===== src/rtl/tag_demux_fifo.sv =====
// Tag demultiplexer: strips the tag from each incoming token and buffers the
// payload in one of FLUX circular FIFOs exposed as first-word-fall-through ports.
module tag_demux_fifo #(
  parameter int unsigned FLUX  = 2,
  parameter int unsigned WIDTH = 8,
  parameter int unsigned DEPTH = 4
) (
  input  logic                                    ck,
  input  logic                                    rst,
  input  logic                                    in_wr,
  input  logic [WIDTH-1:0]                        in_data,
  output logic                                    in_full,
  output logic [(WIDTH-$clog2(FLUX))*FLUX-1:0]    out_data,
  output logic [FLUX-1:0]                         out_empty,
  input  logic [FLUX-1:0]                         out_read,
  output logic [1:0]                              err
);

  localparam int unsigned TAG_WIDTH = $clog2(FLUX);
  localparam int unsigned PW        = WIDTH - TAG_WIDTH;
  localparam int unsigned AW        = $clog2(DEPTH);

  logic [PW-1:0]        mem    [FLUX][DEPTH];
  logic [AW:0]          wr_ptr [FLUX];
  logic [AW:0]          rd_ptr [FLUX];
  logic [FLUX-1:0]      full;
  logic [TAG_WIDTH-1:0] tag;
  logic [PW-1:0]        payload;
  logic                 bad_tag;
  logic                 wr_en;

  assign tag     = in_data[WIDTH-1 -: TAG_WIDTH];
  assign payload = in_data[PW-1:0];
  // Only reachable when FLUX is not a power of two.
  assign bad_tag = {1'b0, tag} >= (TAG_WIDTH+1)'(FLUX);
  assign wr_en   = in_wr && !in_full && !bad_tag;
  assign in_full = |full;

  // Status and FWFT heads, decoded from registered pointers only.
  always_comb begin
    full      = '0;
    out_empty = '0;
    out_data  = '0;
    for (int unsigned f = 0; f < FLUX; f++) begin
      out_empty[f] = (wr_ptr[f] == rd_ptr[f]);
      full[f]      = (wr_ptr[f][AW-1:0] == rd_ptr[f][AW-1:0]) &&
                     (wr_ptr[f][AW] != rd_ptr[f][AW]);
      out_data[f*PW +: PW] = mem[f][rd_ptr[f][AW-1:0]];
    end
  end

  always_ff @(posedge ck or posedge rst) begin
    if (rst) begin
      for (int unsigned f = 0; f < FLUX; f++) begin
        wr_ptr[f] <= '0;
        rd_ptr[f] <= '0;
      end
    end else begin
      for (int unsigned f = 0; f < FLUX; f++) begin
        if (wr_en && (tag == TAG_WIDTH'(f)))
          wr_ptr[f] <= wr_ptr[f] + (AW+1)'(1);
        if (out_read[f] && !out_empty[f])
          rd_ptr[f] <= rd_ptr[f] + (AW+1)'(1);
      end
    end
  end

  // Storage is intentionally not reset.
  always_ff @(posedge ck) begin
    for (int unsigned f = 0; f < FLUX; f++) begin
      if (wr_en && (tag == TAG_WIDTH'(f)))
        mem[f][wr_ptr[f][AW-1:0]] <= payload;
    end
  end

  // Sticky error flags; overflow takes priority over a bad tag.
  always_ff @(posedge ck or posedge rst) begin
    if (rst) begin
      err <= '0;
    end else if (in_wr) begin
      if (in_full)
        err[1] <= 1'b1;
      else if (bad_tag)
        err[0] <= 1'b1;
    end
  end

endmodule


===== config.mk =====
export PLATFORM = sky130hd
export DESIGN_NAME = tag_demux_fifo
export DESIGN_NICKNAME = d
export VERILOG_FILES = /design/src/rtl/tag_demux_fifo.sv
export SDC_FILE = /design/constraint.sdc
export NUM_CORES = 1
export LEC_CHECK = 0
export ABC_AREA = 1
export BUFFER_PORTS_ARGS = -buffer_cell sky130_fd_sc_hd__buf_2
export CAP_MARGIN = 10
export CORE_ASPECT_RATIO = 0.75
export CORE_MARGIN = 10
export CORE_UTILIZATION = 25
export CTS_CLUSTER_DIAMETER = 80
export DETAILED_ROUTE_END_ITERATION = 10
export MAX_ROUTING_LAYER = met4
export PLACE_DENSITY = 0.43
export SYNTH_ARGS = -nofsm -noshare
export SYNTH_HDL_FRONTEND = slang
export SYNTH_SLANG_ARGS = --single-unit

===== constraint.sdc =====
create_clock -name ck -period 1.6 [get_ports ck]
set_input_delay 0.48 -clock ck [delete_from_list [all_inputs] [get_ports ck]]
set_output_delay 0.48 -clock ck [all_outputs]
set_load 0.02 [all_outputs]

==> results.md, run 1 <==
Die:
- The floorplan step defined a die boundary enclosing between 15000 and 20000 um^2.
- In this run the vertical extent of the chip is 115 um.
- Once the floorplan was initialized, standard cells occupied between 20% and 30% of the core.
- The die is between 100 and 150 um wide.
- For this design the top-level I/O count stands at 32.
- The row count is 34.
- The core region is between 10000 and 15000 um^2.

STA:
- The routed design could run at a clock period as short as 1.92 ns.
- The number of endpoints with negative hold slack in the final report is 0.
- The share of the clock period used by the worst path is 120%.
- The number of slew-limit violations in the final report is 0.
- For this run, the top clock speed supported by timing is around 520 MHz.
- Setup slack on the critical path of the routed design comes to -0.321 ns.
- The worst clock skew is between 0.005 and 0.006 ns.
- Setup repair after global routing could not meet its margin everywhere.
- Setup violations remaining at the end of the flow were counted as 79.

Layout:
- In the layout the commonest cells are sky130_fd_sc_hd__edfxtp_1, sky130_fd_sc_hd__buf_4, sky130_fd_sc_hd__nand2_1.
- The most common cell after layout, fill and taps aside is sky130_fd_sc_hd__edfxtp_1.
- The ratio of cells with drive above 1 in the final layout is between 40% and 50%.
- The final cell area excluding filler cells is between 4000 and 5000 um^2.
- The layout overhead on the synthesized area is 46.9%.
- The number of nets in the layout is about 360.
- 0 antenna diodes ended up in the layout.

Worst setup path:
- The signal on the critical path passes through clkinvlp_4 > o21ai_1 > o22ai_2 > buf_4.
- STA classifies the critical path endpoint as an output pin.
- In this design, the stage delay of the slowest critical-path cell is 0.45 ns.
- By startpoint and endpoint, the worst setup path is classified as register to output pin.
- The critical path contains buffers and inverters numbering 2 combined.
- The startpoint type of the worst setup path is a register.
- The path depth of the worst reg2reg path is 8.
- Grouping stages by cell kind, the critical path spends the most delay in flip-flops.
- The maximum fanout along the worst path is 7.
- In this run the number of cells on the critical path is 4.
- STA puts the critical path data arrival time at between 1 and 1.5 ns.
- STA puts the critical path data required time at 1.12 ns.
- The cell with the largest stage delay on the worst path is sky130_fd_sc_hd__dfrtp_2.

Power:
- The switching power total is roughly 3.3 mW.
- The fraction of power spent switching nets is 36.8%.
- Total power for the finished layout comes to just under 9 mW.
- In this run the static leakage power is about 1.8 nW.
- In this run, the combinational gates consume 48.4% of the power.
- In this run the power density over the cells is between 2000 and 2500 nW/um^2.
- Of the total power, the clock network draws a little under a quarter.
- The maximum vdd drop is 0.973 mV.
- The sequential cell fraction of total power is between 20% and 30%.
- Internal power comes to 5.63 mW.

Global route:
- The initial antenna violation count was 0.
- The first global-routing pass estimated 11100 um of wire.
- For met3 alone, demand over resource in global routing was 3.48%.
- For met2 alone, demand over resource in global routing was ~13%.
- The overall global routing resource usage is 8.75%.
- The routing layer with the top usage in global route is met2.
- The via count of the first global-routing pass is a little over 2000.
- Summed over all layers, the global routing overflow is 0.
- The met1 usage in global routing is between 10 and 15%.
- The largest net degree at the start of global routing is 15.

CTS:
- The number of hold buffers added after CTS was 0.
- The buffer depth of the longest clock path is 2.
- After clock tree synthesis, the clock-pin slew on the worst setup and hold paths is about 0.060 ns.
- Clock tree synthesis inserted a total of 9 buffers.
- The later pin in the worst-skew pair is clocked with a latency of 0.33 ns.
- The TritonCTS sink count is 69.
- The number of H-tree levels is 3.
- The CTS root buffer is sky130_fd_sc_hd__clkbuf_16.
- TritonCTS built the clock tree.

Yosys:
- The biggest area consumer among synthesized cells is sky130_fd_sc_hd__edfxtp_1.
- The netlist area before placement is 2990 um^2.
- Summed over its instances, the top area cell type makes up 56.3% of the synthesized netlist area.
- The number of unique standard cell types used by synthesis is 24.
- The net count of the mapped netlist is ~280.
- A synthesized cell averages approximately 12 um^2.
- The synthesis-stage register bit count is a little under 70.
- The Yosys step of the flow raised 0 warnings.
- The count of mapped cells out of synthesis is between 200 and 300.
- Sequential elements use 67.2% of the synthesized area.
- Yosys attributes the largest share of cell area to sky130_fd_sc_hd__edfxtp_1, sky130_fd_sc_hd__dfrtp_1, sky130_fd_sc_hd__o21ai_0.

Drt:
- The post-route antenna net violation count is 0.
- After detailed routing, the total wire length is approximately 7000 um.
- After detailed routing, the average wire length per cell comes to around 14 um.
- The pre-antenna-repair detailed-routing pass consisted of 4 iterations.
- In the routed design, unresolved DRC markers number 0.
- Summing over every cut layer, the via total after detailed routing is between 2000 and 2500.
- After the first detailed-routing iteration, the DRC count stood at about 100.
- The via density per instance is 4.12.

Job:
- Across the run, the number of max-cap violations was 0.

Outcome:
- The flow ran to the end, but the final reports show violations.
- The final reports fail on negative setup slack.

Placed design:
- During placement, the flow inserted port buffers numbering 30.
- The HPWL after detailed placement is a little under 5000 um.
- The weighted congestion reported at the end of routability-driven placement is a little under 0.7.
- The worst setup slack after placement is -0.0611 ns.
- The placed instance area is around 3600 um^2.

Worst hold path:
- The worst hold path belongs to the class input pin to asynchronous set/reset pin.
-- layout make-up --
class,count,area (um^2)
Multi-Input combinational cell,152,1100
Clock buffer,9,225
Tap cell,162,203
Inverter,25,98.8
Fill cell,1168,7270
Sequential cell,69,2010
Timing Repair Buffer,77,652
Timing Repair inverter,1,7.51
Clock inverter,7,88.8
-- power groups by stage --
stage	combinational (mW)	sequential [mW]	clock, mW
6_report	4.32	2.52	2.08
5_1_grt	4.76	2.56	2.23
4_1_cts	3.95	2.51	2.15
3_5_place_dp	3.35	2.51	0
3_3_place_gp	3.34	2.51	0
2_1_floorplan	2.09	2.50	0
-- worst min-delay path, delay by kind of cell --
kind	cells	cell delay, ns
buffers and inverters	3	0.36
-- registers in the layout (all words and copies together) (netlist names) --
register	flops
rd_ptr	6
mem	56
wr_ptr	6
err	1
-- metrics by stage --
step	std cells	TNS, ns	hold slack [ns]	util [%]
CTS	494	-11.51	0.138	35.6
finish	502	-12.00	0.144	37.6
floorplan	253	-2.00	0.357	-
global route	502	-20.09	0.158	37.6
global placement	473	-0.114	0.445	31.3
detailed placement	473	-0.713	0.443	31.3
-- layer usage --
layer	part of all wire (%)	up-vias
met1	49	989
met5	0	-
met2	45	40
met4	0.65	0
met3	4.9	4
li1	-	1037
-- timing repair --
item / in CTS / in global routing
setup buffers: 4 / 7
pin swaps: 7 / 8
hold endpoints to repair: 0 / 0
cloned: 1 / 1
resized for setup: 74 / 49
setup endpoints to repair: 47 / 76
-- Yosys cell counts --
cell type	n
sky130_fd_sc_hd__buf_2	4
sky130_fd_sc_hd__edfxtp_1	56
sky130_fd_sc_hd__nand4_2	2
sky130_fd_sc_hd__nor2_1	36
sky130_fd_sc_hd__o21ai_0	30
sky130_fd_sc_hd__nand3_1	8
sky130_fd_sc_hd__xnor2_1	2
sky130_fd_sc_hd__o22ai_1	14
sky130_fd_sc_hd__nand4_1	2
sky130_fd_sc_hd__buf_4	2
sky130_fd_sc_hd__buf_6	1
sky130_fd_sc_hd__ha_1	10
sky130_fd_sc_hd__nand2_1	35
sky130_fd_sc_hd__inv_2	4
sky130_fd_sc_hd__nand2_4	1
sky130_fd_sc_hd__a21o_1	1
sky130_fd_sc_hd__nor2_4	1
sky130_fd_sc_hd__conb_1	1
sky130_fd_sc_hd__nand3_4	1
sky130_fd_sc_hd__nand3_2	1
sky130_fd_sc_hd__nand2_2	3
sky130_fd_sc_hd__xor2_1	4
sky130_fd_sc_hd__inv_1	21
sky130_fd_sc_hd__dfrtp_1	13
-- logic make-up (layout without fill, tap and decap cells) --
kind of cell / after synthesis / in the layout / synth area share, %
and+or+nand+nor: 90 / 90 / 13.8
xor gates and xnor gates: 6 / 6 / 1.76
DFF: 69 / 69 / 67.2
adders and majority gates: 10 / 10 / 4.19
AOI/OAI and AO/OA: 45 / 45 / 8.21
buffers and inverters: 32 / 119 / 4.69
other: 1 / 1 / 0.126
-- worst paths after layout --
check	start	endpoint	slack (ns)
hold reg to reg	err[1]	err[1]	0.45
setup reg to reg	rd_ptr[3]	mem[0][13]	-0.15
max in group asynchronous	rst	rd_ptr[0]	1.27
setup / recovery	rd_ptr[3]	out_data[6]	-0.32
min in group ck	out_read[1]	rd_ptr[1]	0.43
hold / removal	rst	wr_ptr[4]	0.14
Power figures use the tool's default switching activity.
==> run 2, diff against run 1 <==
--- a/config.mk
+++ b/config.mk
@@ -17,2 +17,3 @@
 export PLACE_DENSITY = 0.43
+export RECOVER_POWER = 25
 export SYNTH_ARGS = -nofsm -noshare
--- a/constraint.sdc
+++ b/constraint.sdc
@@ -3,2 +3,2 @@
 set_output_delay 0.48 -clock ck [all_outputs]
-set_load 0.02 [all_outputs]
+set_load 0.005 [all_outputs]
==> run 2 against run 1 <==
  * The run still ends with negative setup slack left
  * Non-clock buffer count is 3 lower
  * Global-route usage rose by 0.73 points
  * Via count fell by 0.34%
  * Clock power fell by 6%
  * Utilization down 1.2 points
  * Clock-buffer cell count increased by 1
  * Total power down 8.8%
  * Hold slack better by 0.060 ns
  * Wire length up 3.8%
  * Cell area decreased by 3.3%
  * Sequential power decreased by 2%
  * Maximum frequency up 3.4%
==> results.md, run 2 (synthesized netlist as in run 1, its figures left out) <==
STA:
- The minimum clock period was 1.86 ns (was 1.92 ns).
- The post-route worst setup slack is -0.259 ns (was -0.321 ns).
- The actual slew at the worst max-slew pin is 0.570 ns.
- The total of endpoints with negative setup slack in the final report is 73 (was 79).
- The final sum of negative setup slack is -6.88 ns (was -12.00 ns).
- The worst hold margin was 0.204 ns (was 0.144 ns).
- The worst clock skew is 0.00450 ns (was 0.00543 ns).
- Unrepaired setup endpoints after global routing: yes (unchanged).
- The number of endpoints with negative hold slack in the final report was 0 (unchanged).
- Measured against its own limit, the worst slew margin works out to around three fifths.
- The number of slew-limit violations in the final report was 0 (unchanged).
- The share of the clock period used by the worst path is 116% (was 120%).
- The fmax was 538 MHz (was 521 MHz).

CTS:
- The CTS tree is yes (unchanged).
- The total CTS buffers came to 9 (unchanged).
- The number of hold-repair buffers added at the cts stage came to 0 (unchanged).
- The clock latency reported for the late side of the worst-skew pair was 0.33 ns (about the same).
- The number of H-tree levels was 3 (unchanged).
- The buffer depth of the longest clock path is 2 (unchanged).
- The TritonCTS sink count was 69 (unchanged).
- The CTS root buffer is sky130_fd_sc_hd__clkbuf_16 (unchanged).
- The clock-pin slew on the worst setup and hold paths is 0.05 ns (was 0.06 ns).

Die:
- The row count is 34 (unchanged).
- The number of top-level pins came to 32 (unchanged).
- The area of the core region is 11700 um^2 (unchanged).
- The initial standard-cell utilization of the core came to 25.6% (unchanged).
- The horizontal die dimension is 146 um (unchanged).
- The full die area is 16800 um^2 (unchanged).
- The height of the die came to 115 um (unchanged).

Placed design:
- The weighted congestion reported at the end of routability-driven placement came to 0.775 (was 0.695).
- The count of input and output buffers is 30 (unchanged).
- The HPWL after detailed placement came to 5020 um (was 4890 um).
- The count of placed standard cells including taps is 474 (was 473).

Global route:
- The largest net degree at the start of global routing is 16 (was 15).
- The via count of the first global-routing pass is 2119 (was 2076).
- The overall global routing resource usage is 9.48% (was 8.75%).
- The first-pass GRT wire length is 11900 um (was 11100 um).
- The initial antenna violation count is 0 (unchanged).
- The global-route congestion overflow total is 0 (unchanged).

Layout:
- Commonest non-fill, non-tap cells in the layout: sky130_fd_sc_hd__edfxtp_1, sky130_fd_sc_hd__nand2_1, sky130_fd_sc_hd__buf_4 (was sky130_fd_sc_hd__edfxtp_1, sky130_fd_sc_hd__buf_4, sky130_fd_sc_hd__nand2_1).
- The count of placed standard cells in the final layout, fillers left out is 498 (was 502).
- The number of nets in the layout is 354 (was 358).
- The multi-input combinational cell area is 1070 um^2 (was 1100 um^2).
- The fill cell instance count of the final layout is 1160 (was 1168).
- The ratio of cells with drive above 1 in the final layout is 40.8% (was 45.9%).
- The number of flip-flops under the largest register name is 56 (unchanged).
- The final core utilization is 36.4% (was 37.6%).
- The sequential cell area in the final layout came to 2010 um^2 (unchanged).
- The layout overhead on the synthesized area came to 42.0% (was 46.9%).
- The most common cell after layout, fill and taps aside is sky130_fd_sc_hd__edfxtp_1 (unchanged).
- The count of inserted antenna diode cells is 0 (unchanged).

Worst setup path:
- The source of the worst register-to-register timing path is rd_ptr[3] (unchanged).
- The reg2reg setup slack was -0.10 ns (was -0.15 ns).
- The path depth of the worst reg2reg path is 8 (unchanged).
- The endpoint of the most critical register-to-register path is mem[0][20] (was mem[0][13]).
- The maximum fanout along the worst path is 8 (was 7).
- The worst endpoint required time came to 1.12 ns (about the same).
- The arrival time reported for the critical path endpoint is 1.38 ns (was 1.44 ns).
- The startpoint type of the worst setup path is a register (unchanged).
- The kind of critical path was register to output pin (unchanged).
- The endpoint kind of the worst setup timing path is an output pin (unchanged).

Drt:
- The via count is 2063 (was 2070).
- The detailed-routing iteration count for the pre-antenna-repair pass is 4 (unchanged).
- The routed wirelength normalized by instance count came to 14.7 um (was 14.0 um).
- The post-route antenna net violation count is 0 (unchanged).
- The remaining routing DRC violations is 0 (unchanged).
- The starting DRC count in detailed routing is 186 (was 104).
- The via density per instance is 4.14 (was 4.12).
- The aggregate routed wire length is 7300 um (was 7030 um).

Power:
- The power density relative to cell area is 1920 nW/um^2 (was 2030 nW/um^2).
- The post-layout total power was 8.13 mW (was 8.92 mW).
- The maximum vdd drop is 0.706 mV (was 0.973 mV).
- The reported leakage power is 1.68 nW (was 1.75 nW).

Outcome:
- Status: finished, violations left (unchanged).
- Failing checks: negative setup slack (unchanged).

Job:
- The count of max-cap constraint violations is 0 (unchanged).

Worst hold path:
- The class of the worst hold path is input pin to asynchronous set/reset pin (unchanged).
==> run 2: cell count changes in the layout (fill, tap and decap cells not counted), sizes merged <==
cell	previous run	this run
clkinv	3	4
clkbuf	9	14
inv	26	25
clkinvlp	2	1
bufinv	2	1
buf	77	70
==> run 2: report_power, final <==
part / switching (mW) / internal (mW)
Combinational: 1.96 / 1.73
Clock: 0.752 / 1.20
Sequential: 0.198 / 2.29
Total: 2.91 / 5.22
==> run 2: layout make-up <==
type / count / share of cell area [%]
Sequential cell: 69 / 47.4
Multi-Input combinational cell: 152 / 25.1
Timing Repair Buffer: 74 / 13.5
Clock buffer: 10 / 5.40
Tap cell: 162 / 4.78
Inverter: 25 / 2.27
Clock inverter: 6 / 1.50
==> run 2: worst max-delay path, cell delays in order, from the launching register on <==
cell and delay [ns]:
sky130_fd_sc_hd__dfrtp_2 0.45, sky130_fd_sc_hd__inv_4 0.12, sky130_fd_sc_hd__buf_12 0.15, sky130_fd_sc_hd__o21ai_1 0.07, sky130_fd_sc_hd__o22ai_2 0.12, sky130_fd_sc_hd__buf_2 0.14
==> run 2: metal layers <==
metal	track usage, %	routed length, um
met5	-	0
met1	12.9	3790
met3	3.67	403
met2	12.5	3010
met4	3.19	95
==> run 2: repair_timing <==
action,in CTS,in global routing
gates cloned,1,0
endpoints found under the setup margin,49,76
resized for setup,63,26
buffers inserted,7,0
pin swaps,13,9
==> run 2: worst max path at each step <==
stage / start / to / depth (start not counted)
finish: rd_ptr[0] / out_data[8] / 5
global route: rd_ptr[3] / out_empty[0] / 6
CTS: rd_ptr[3] / out_data[0] / 5
detailed placement: rd_ptr[0] / mem[0][50] / 7
global placement: rd_ptr[0] / mem[0][22] / 7
floorplan: rd_ptr[1] / mem[0][21] / 6
==> run 2: metrics by stage <==
stage          worst slack [ns]  area, um^2
6_report                 -0.259        4240
5_1_grt                  -0.328        4240
4_1_cts                  -0.269        4160
3_5_place_dp           -0.00873        3600
3_3_place_gp            -0.0333        3600
2_1_floorplan           -0.0358        2990
